**src/rtl/alu_exec_sequencer.sv**
```systemverilog
// Execute-button controller for a 16x32 register file and 8-op ALU: debounces the
// button and runs one fetch/read/execute/write-back sequence per press.
module alu_exec_sequencer #(
  parameter int DEBOUNCE_CYCLES = 4,
  parameter int DATA_W          = 32,
  parameter int ADDR_W          = 4
) (
  input  logic                    clk,
  input  logic                    btn_reset,
  input  logic                    btn_exec,
  input  logic [3+3*ADDR_W-1:0]   instr,
  output logic [ADDR_W-1:0]       rf_raddr_a,
  output logic [ADDR_W-1:0]       rf_raddr_b,
  input  logic [DATA_W-1:0]       rf_rdata_a,
  input  logic [DATA_W-1:0]       rf_rdata_b,
  output logic [2:0]              alu_op,
  output logic [DATA_W-1:0]       alu_a,
  output logic [DATA_W-1:0]       alu_b,
  input  logic [DATA_W-1:0]       alu_result,
  output logic                    rf_we,
  output logic [ADDR_W-1:0]       rf_waddr,
  output logic [DATA_W-1:0]       rf_wdata,
  output logic [DATA_W-1:0]       result,
  output logic                    busy,
  output logic                    done,
  output logic [15:0]             exec_count
);

  localparam int CNT_W = (DEBOUNCE_CYCLES > 1) ? $clog2(DEBOUNCE_CYCLES) : 1;
  localparam logic [CNT_W-1:0] CNT_MAX = CNT_W'(DEBOUNCE_CYCLES - 1);

  typedef struct packed {
    logic [2:0]        op;
    logic [ADDR_W-1:0] rd;
    logic [ADDR_W-1:0] rs;
    logic [ADDR_W-1:0] rt;
  } instr_t;

  typedef enum logic [2:0] {
    S_IDLE,
    S_FETCH,
    S_READ,
    S_EXEC,
    S_WB,
    S_WAIT_REL
  } state_e;

  // Button path: two-flop synchronizer, then a run-length debouncer
  logic             sync1_q, sync2_q;
  logic             level_q, level_d;
  logic             level_prev_q;
  logic [CNT_W-1:0] cnt_q, cnt_d;
  logic             trigger;

  // NOTE: every combinational output gets a default first, so no path can infer a latch.
  always_comb begin
    cnt_d   = '0;
    level_d = level_q;
    if (sync2_q != level_q) begin
      if (cnt_q == CNT_MAX) level_d = ~level_q;
      else                  cnt_d   = cnt_q + 1'b1;
    end
  end

  // NOTE: sequential state is assigned with <= only, so every flop samples pre-edge values.
  always_ff @(posedge clk) begin
    if (btn_reset) begin
      sync1_q      <= 1'b0;
      sync2_q      <= 1'b0;
      level_q      <= 1'b0;
      level_prev_q <= 1'b0;
      cnt_q        <= '0;
    end else begin
      sync1_q      <= btn_exec;
      sync2_q      <= sync1_q;
      level_q      <= level_d;
      level_prev_q <= level_q;
      cnt_q        <= cnt_d;
    end
  end

  assign trigger = level_q & ~level_prev_q;

  // Execution sequencer
  state_e            state_q;
  instr_t            instr_q;
  logic [DATA_W-1:0] alu_a_q, alu_b_q, res_q, result_q;
  logic              rf_we_q, done_q, busy_q;
  logic [15:0]       exec_count_q;

  always_ff @(posedge clk) begin
    if (btn_reset) begin
      state_q      <= S_IDLE;
      instr_q      <= '0;
      alu_a_q      <= '0;
      alu_b_q      <= '0;
      res_q        <= '0;
      result_q     <= '0;
      rf_we_q      <= 1'b0;
      done_q       <= 1'b0;
      busy_q       <= 1'b0;
      exec_count_q <= '0;
    end else begin
      case (state_q)
        S_IDLE: begin
          if (trigger) begin
            state_q <= S_FETCH;
            busy_q  <= 1'b1;
          end
        end
        S_FETCH: begin
          instr_q <= instr;
          state_q <= S_READ;
        end
        S_READ: begin
          alu_a_q <= rf_rdata_a;
          alu_b_q <= rf_rdata_b;
          state_q <= S_EXEC;
        end
        S_EXEC: begin
          // Strobes are registered, so they are raised on the way into WB
          res_q   <= alu_result;
          rf_we_q <= (instr_q.rd != '0);
          done_q  <= 1'b1;
          state_q <= S_WB;
        end
        S_WB: begin
          rf_we_q      <= 1'b0;
          done_q       <= 1'b0;
          result_q     <= res_q;
          exec_count_q <= exec_count_q + 16'd1;
          state_q      <= S_WAIT_REL;
        end
        S_WAIT_REL: begin
          if (!level_q) begin
            state_q <= S_IDLE;
            busy_q  <= 1'b0;
          end
        end
        default: begin
          state_q <= S_IDLE;
          busy_q  <= 1'b0;
        end
      endcase
    end
  end

  // Address/op outputs come straight from the instruction latch, so they hold between runs
  assign rf_raddr_a = instr_q.rs;
  assign rf_raddr_b = instr_q.rt;
  assign alu_op     = instr_q.op;
  assign rf_waddr   = instr_q.rd;
  assign rf_wdata   = res_q;
  assign alu_a      = alu_a_q;
  assign alu_b      = alu_b_q;
  assign rf_we      = rf_we_q;
  assign done       = done_q;
  assign busy       = busy_q;
  assign result     = result_q;
  assign exec_count = exec_count_q;

endmodule

```
**config.mk**
```make
export PLATFORM = sky130hd
export DESIGN_NAME = alu_exec_sequencer
export DESIGN_NICKNAME = d
export VERILOG_FILES = /design/src/rtl/alu_exec_sequencer.sv
export SDC_FILE = /design/constraint.sdc
export NUM_CORES = 1
export LEC_CHECK = 0
export ABC_CLOCK_PERIOD_IN_PS = 2000
export BUFFER_PORTS_ARGS = -buffer_cell sky130_fd_sc_hd__buf_2
export CORE_MARGIN = 2
export CORE_UTILIZATION = 42
export DETAILED_ROUTE_END_ITERATION = 16
export PLACE_DENSITY = 0.73
export REMOVE_ABC_BUFFERS = 1
export SYNTH_ARGS = -nofsm -noshare
export SYNTH_HDL_FRONTEND = slang
export SYNTH_SLANG_ARGS = --single-unit
```
**constraint.sdc**
```tcl
create_clock -name clk -period 2 [get_ports clk]
set_input_delay 0.2 -clock clk [delete_from_list [all_inputs] [get_ports clk]]
set_output_delay 0.2 -clock clk [all_outputs]
set_load 0.05 [all_outputs]
```
# After elaboration in Yosys (flattened, before gate mapping)
# Cells that the tools add are included.
[totals]
register_bits = 171
in_bits = 114
output_inout_bits = 162
elab_cells = 50
[classes]
add_sub_neg = 2
eq_ne = 9
muxes = 8
n_bitwise = 5
n_reduce_logical = 8
[ops]
columns = ["cell", "count"]
rows = [
  ["$pmux W3 S6", 1],
  ["$add A16 B1 Y16 const B", 1],
  ["$eq A3 B2 Y1 const B", 2],
  ["$eq A3 B3 Y1 const B", 2],
  ["$mux W3", 2],
  ["$ne A2 B2 Y1 const B", 2],
  ["$not A1 Y1", 4],
  ["$pmux W1 S2", 2],
  ["$reduce_and A2 Y1", 2],
  ["$reduce_bool A4 Y1", 1],
  ["$reduce_or A4 Y1", 1],
  ["$eq A3 B1 Y1 const B", 1],
  ["$logic_not A3 Y1", 1],
  ["$pmux W1 S3", 1],
  ["$reduce_and A3 Y1", 1],
  ["$reduce_or A3 Y1", 1],
  ["$add A2 B1 Y2 const B", 1],
  ["$eq A2 B2 Y1 const B", 1],
  ["$mux W1", 2],
  ["$reduce_bool A2 Y1", 1],
  ["$and A1 B1 Y1", 1],
  ["$ne A1 B1 Y1", 1],
]

# Logic depth before layout (Yosys ltp)
[depth]
word_depth = 4
mapped_depth = 6

# Worst setup path before layout
# Ideal clock, no wire load.
[synth_timing]
path_kind = "flip-flop to flip-flop"
from = "reg exec_count_q[4], in the netlist exec_count[4]"
to = "reg exec_count_q[15], in the netlist exec_count[15]"
setup_time_ns = 0.070
t_arrival_ns = 2.000
t_required_ns = 1.930
setup_slack_ns = -0.070
stages_incl_launch_ff = 5
path_buffers = 0
period_less_slack_ns = 2.070
path_cell_list = "dfxtp_1 nand4_1 or4_4 or3_1 a21oi_1"
[synth_between]
elab_chain_cells = 1
[synth_rtl]
columns = ["element", "line_no", "rtl"]
rows = [
  ["start, declared", "89", "logic [15:0] exec_count_q;"],
  ["start signal, assigned", "131", "exec_count_q <= exec_count_q + 16'd1;"],
  ["$add A16 B1 Y16", "131", ""],
]
# Every way passes these cells.
# A chain may end at the register's enable or synchronous reset.

# Worst setup path in the final report
[layout_timing]
from = "reg state_q[2]"
to = "reg exec_count_q[15], in the netlist exec_count[15]"
[layout_between]
elab_chain_cells = 1
[layout_rtl]
columns = ["element", "line_no", "rtl"]
rows = [
  ["start, declared", "85", "state_e state_q;"],
  ["start signal, assigned", "93", "state_q <= S_IDLE;"],
  ["start signal, assigned", "107", "state_q <= S_FETCH;"],
  ["start signal, assigned", "113", "state_q <= S_READ;"],
  ["$eq A3 B3 Y1", "104", "case (state_q)"],
]
# Every way passes these cells.

==> results by group <==
Routing
  – Vias per cell: 4.89
  – Antenna viol nets, final: 0
  – DR vias: 6164
  – DR iter-0 viols: 323
  – DR WL/cell: 14.3 um
  – DR pass1 iterations: 4
  – Total routed wirelength: 18000 um
  – DRC viols: 0

Synth
  – Post-Syn Area: 0.00602 sq mm
  – Synth warn: 0
  – Post-synthesis sequential area ratio: 56.9%
  – Unique masters post-synth: 30
  – Main combinational cell family by area after synthesis: simple AND/OR/NAND/NOR gates
  – Number of flops mapped to enable cells by yosys: 0
  – Yosys reg bits: 171
  – Adder-cell share of the synthesized area: 0.416%
  – XOR/XNOR Fraction of Synth Area: 1.75%
  – Post-Synthesis Cells: 756
  – Multiplexer share of the synthesized area: 0.166%
  – Asr flop ratio synth: 0%
  – Synth Area in Simple Gates: 23.5%
  – Post-synthesis compound-gate area fraction: 13.7%
  – Predominant post-synthesis flop cell: dfxtp_1
  – Syn_area_per_cell: 7.96 sq um

Clocking
  – Reg clk slew, reported paths: 0.07 ns
  – CTS sink cnt: 171
  – TritonCTS clock tree: yes
  – CTS Root Cell: clkbuf_16
  – Clock H-tree levels: 4
  – Clock Path Buffers: 2
  – Later-pin clock latency in the skew report: 0.42 ns
  – Num CTS Buffers: 17

Setup path
  – Max incr delay on CP: 0.58 ns
  – Critical path's top delay family: simple AND/OR/NAND/NOR gates
  – Crit path launch type: flop
  – Worst path slowest cell: or4_4
  – Worst Path Required: 2.35 ns
  – Crit path cell chain: or3b_4 -> or4_4 -> or3_1 -> a21oi_1
  – CP Data Arrival Time: 2.22 ns
  – CP Max Fanout: 5
  – Setup CP Type: reg -> reg
  – Worst setup EP type: flop
  – Crit path buf inv count: 0

Placed design
  – Detailed placer's ending HPWL: 11500 um
  – Dpl ws: 0.0863 ns
  – Placer congestion estimate: 0.811
  – # port buffers: 275

Global route
  – First-pass GRT wire length: 27100 um
  – Vias in the first global route: 5702
  – GRT Total Usage: 22.7%
  – Initial antenna violation count: 1
  – Largest net degree at the start of global routing: 65
  – Grt total ovfl: 0

Timing
  – Max transition margin: 67.4%
  – Slew @ Worst Pin: 0.489 ns
  – Fmax: 0.536 GHz
  – Skew final: 0.00697 ns
  – Setup TNS: 0 ns
  – WHS: 0.0183 ns
  – Unrepaired setup endpoints after global routing: false
  – Final Cycle Share: 93.3%
  – Worst Setup Slack, final: 0.133 ns
  – Fin crit period: 1.87 ns
  – Fin. Hold Viols: 0
  – Fin. max-slew vios: 0
  – # setup viols final: 0

Finish
  – Nets: 1183
  – P&R area growth vs syn: 46.2%
  – Share of layout cells above drive strength 1: 30.6%

Run
  – Max cap viols: 0

Power and ir drop
  – Static leakage: 3.79 nW
  – Pwr Density: 798 mW/mm^2
  – Pwr Total: 7.02 mW
  – Peak VDD IR: 0.825 mV

Floorplan
  – Initial Util: 43.2%
  – Chip width: 124 um
  – Core region area: 0.0139 sq mm
  – Die Span Y: 124 um
  – Die area: 0.0153 sq mm
  – I/O pin total: 276
  – # rows: 43

Worst hold path
  – Hold/Removal Path Class: in -> reg

Run status
  – Status: finished, final reports clean
## power breakdown
group | leakage (nW) | internal (mW) | switching [mW]
logic | 2.13 | 0.169 | 0.119
registers | 1.38 | 3.41 | 0.00260
clock network | 0.281 | 1.96 | 1.36
## sequential cells by signal (all words and copies together) (netlist names), 2 cells and up
signal	cells
alu_a	32
alu_b	32
result	32
rf_wdata	32
exec_count	16
rf_raddr_a	4
rf_raddr_b	4
rf_waddr	4
alu_op	3
state_q	3
cnt_q	2
## layout by cell type (no fill, tap or decap), types with 4 or more instances in the layout
cell type / n
a21oi_1: 155
buf_12: 6
buf_2: 274
buf_4: 10
clkbuf_16: 17
clkinv_2: 4
clkinvlp_4: 5
dfxtp_1: 171
dlygate4sd3_1: 57
nand2_1: 297
nand3_1: 4
nor2_1: 18
nor3_1: 4
o21ai_0: 6
or3_1: 4
xnor2_1: 8
xor2_1: 4
## path summary, 6_finish.rpt
kind,startpoint,to,slack [ns],cells past startpoint
setup / recovery,state_q[2],exec_count[15],0.13,4
hold / removal,instr[0],rf_raddr_b[0],0.02,3
setup reg to reg,state_q[2],exec_count[15],0.13,4
hold reg to reg,cnt_q[0],cnt_q[0],0.42,1
## per-layer routing
layer | routed length [um] | share of wire (%) | global-route usage (%)
met5 | 0 | 0 | 0
met3 | 1890 | 10 | 10.1
met4 | 165 | 0.92 | 5.89
met2 | 8930 | 50 | 39.5
met1 | 7050 | 39 | 25.2
## logic make-up after synthesis
family,count (synthesis)
multiplexers,1
buffers and inverters,58
adder cells (fa/ha/maj),2
AND/OR/NAND/NOR,349
XOR/XNOR,12
AO/OA/AOI/OAI,163
flip-flops,171
## cell type report
type / instances / area (sq um)
clock inverters: 15 / 174
well taps: 180 / 225
fillers: 1209 / 5140
diodes: 1 / 2.50
multi-input cells: 527 / 2400
flip-flops and latches: 171 / 3420
repair buffers: 347 / 2140
inverters: 3 / 11.3
clock buffers: 17 / 425
## what timing repair did
item	in CTS	in global routing
hold buffers	57	0
setup buffers	0	0
resized for setup	0	2
endpoints found under the setup margin	0	2
endpoints found under the hold margin	57	0
## worst register-to-register path, cell delays in order, from the launching register on
cell,delay (ns)
dfxtp_1,0.32
or3b_4,0.41
or4_4,0.58
or3_1,0.36
a21oi_1,0.14
## Yosys cell counts (all sizes together) (3+ instances only)
library cell	count	area, sq um
inv	3	11.3
clkbuf	52	195
xnor2	8	70.1
nor3	4	20.0
nand3	4	20.0
xor2	4	35.0
nor3b	3	22.5
a21oi	155	776
or3	4	25.0
nand4	3	18.8
nor2	18	67.6
dfxtp	171	3420
nor2b	3	18.8
o21ai	6	30.0
nand2	297	1110
or3b	3	26.3
buf	3	12.5
## metrics by stage
stage | util (%) | cell area, sq um | instances
after global routing | 63.1 | 8790 | 1260
after detailed placement | 54.7 | 7620 | 1171
after CTS | 63.1 | 8790 | 1260
after floorplan | - | 5810 | 701
after global placement | 54.7 | 7620 | 1171
final | 63.1 | 8800 | 1261
Power figures use the tool's default switching activity.
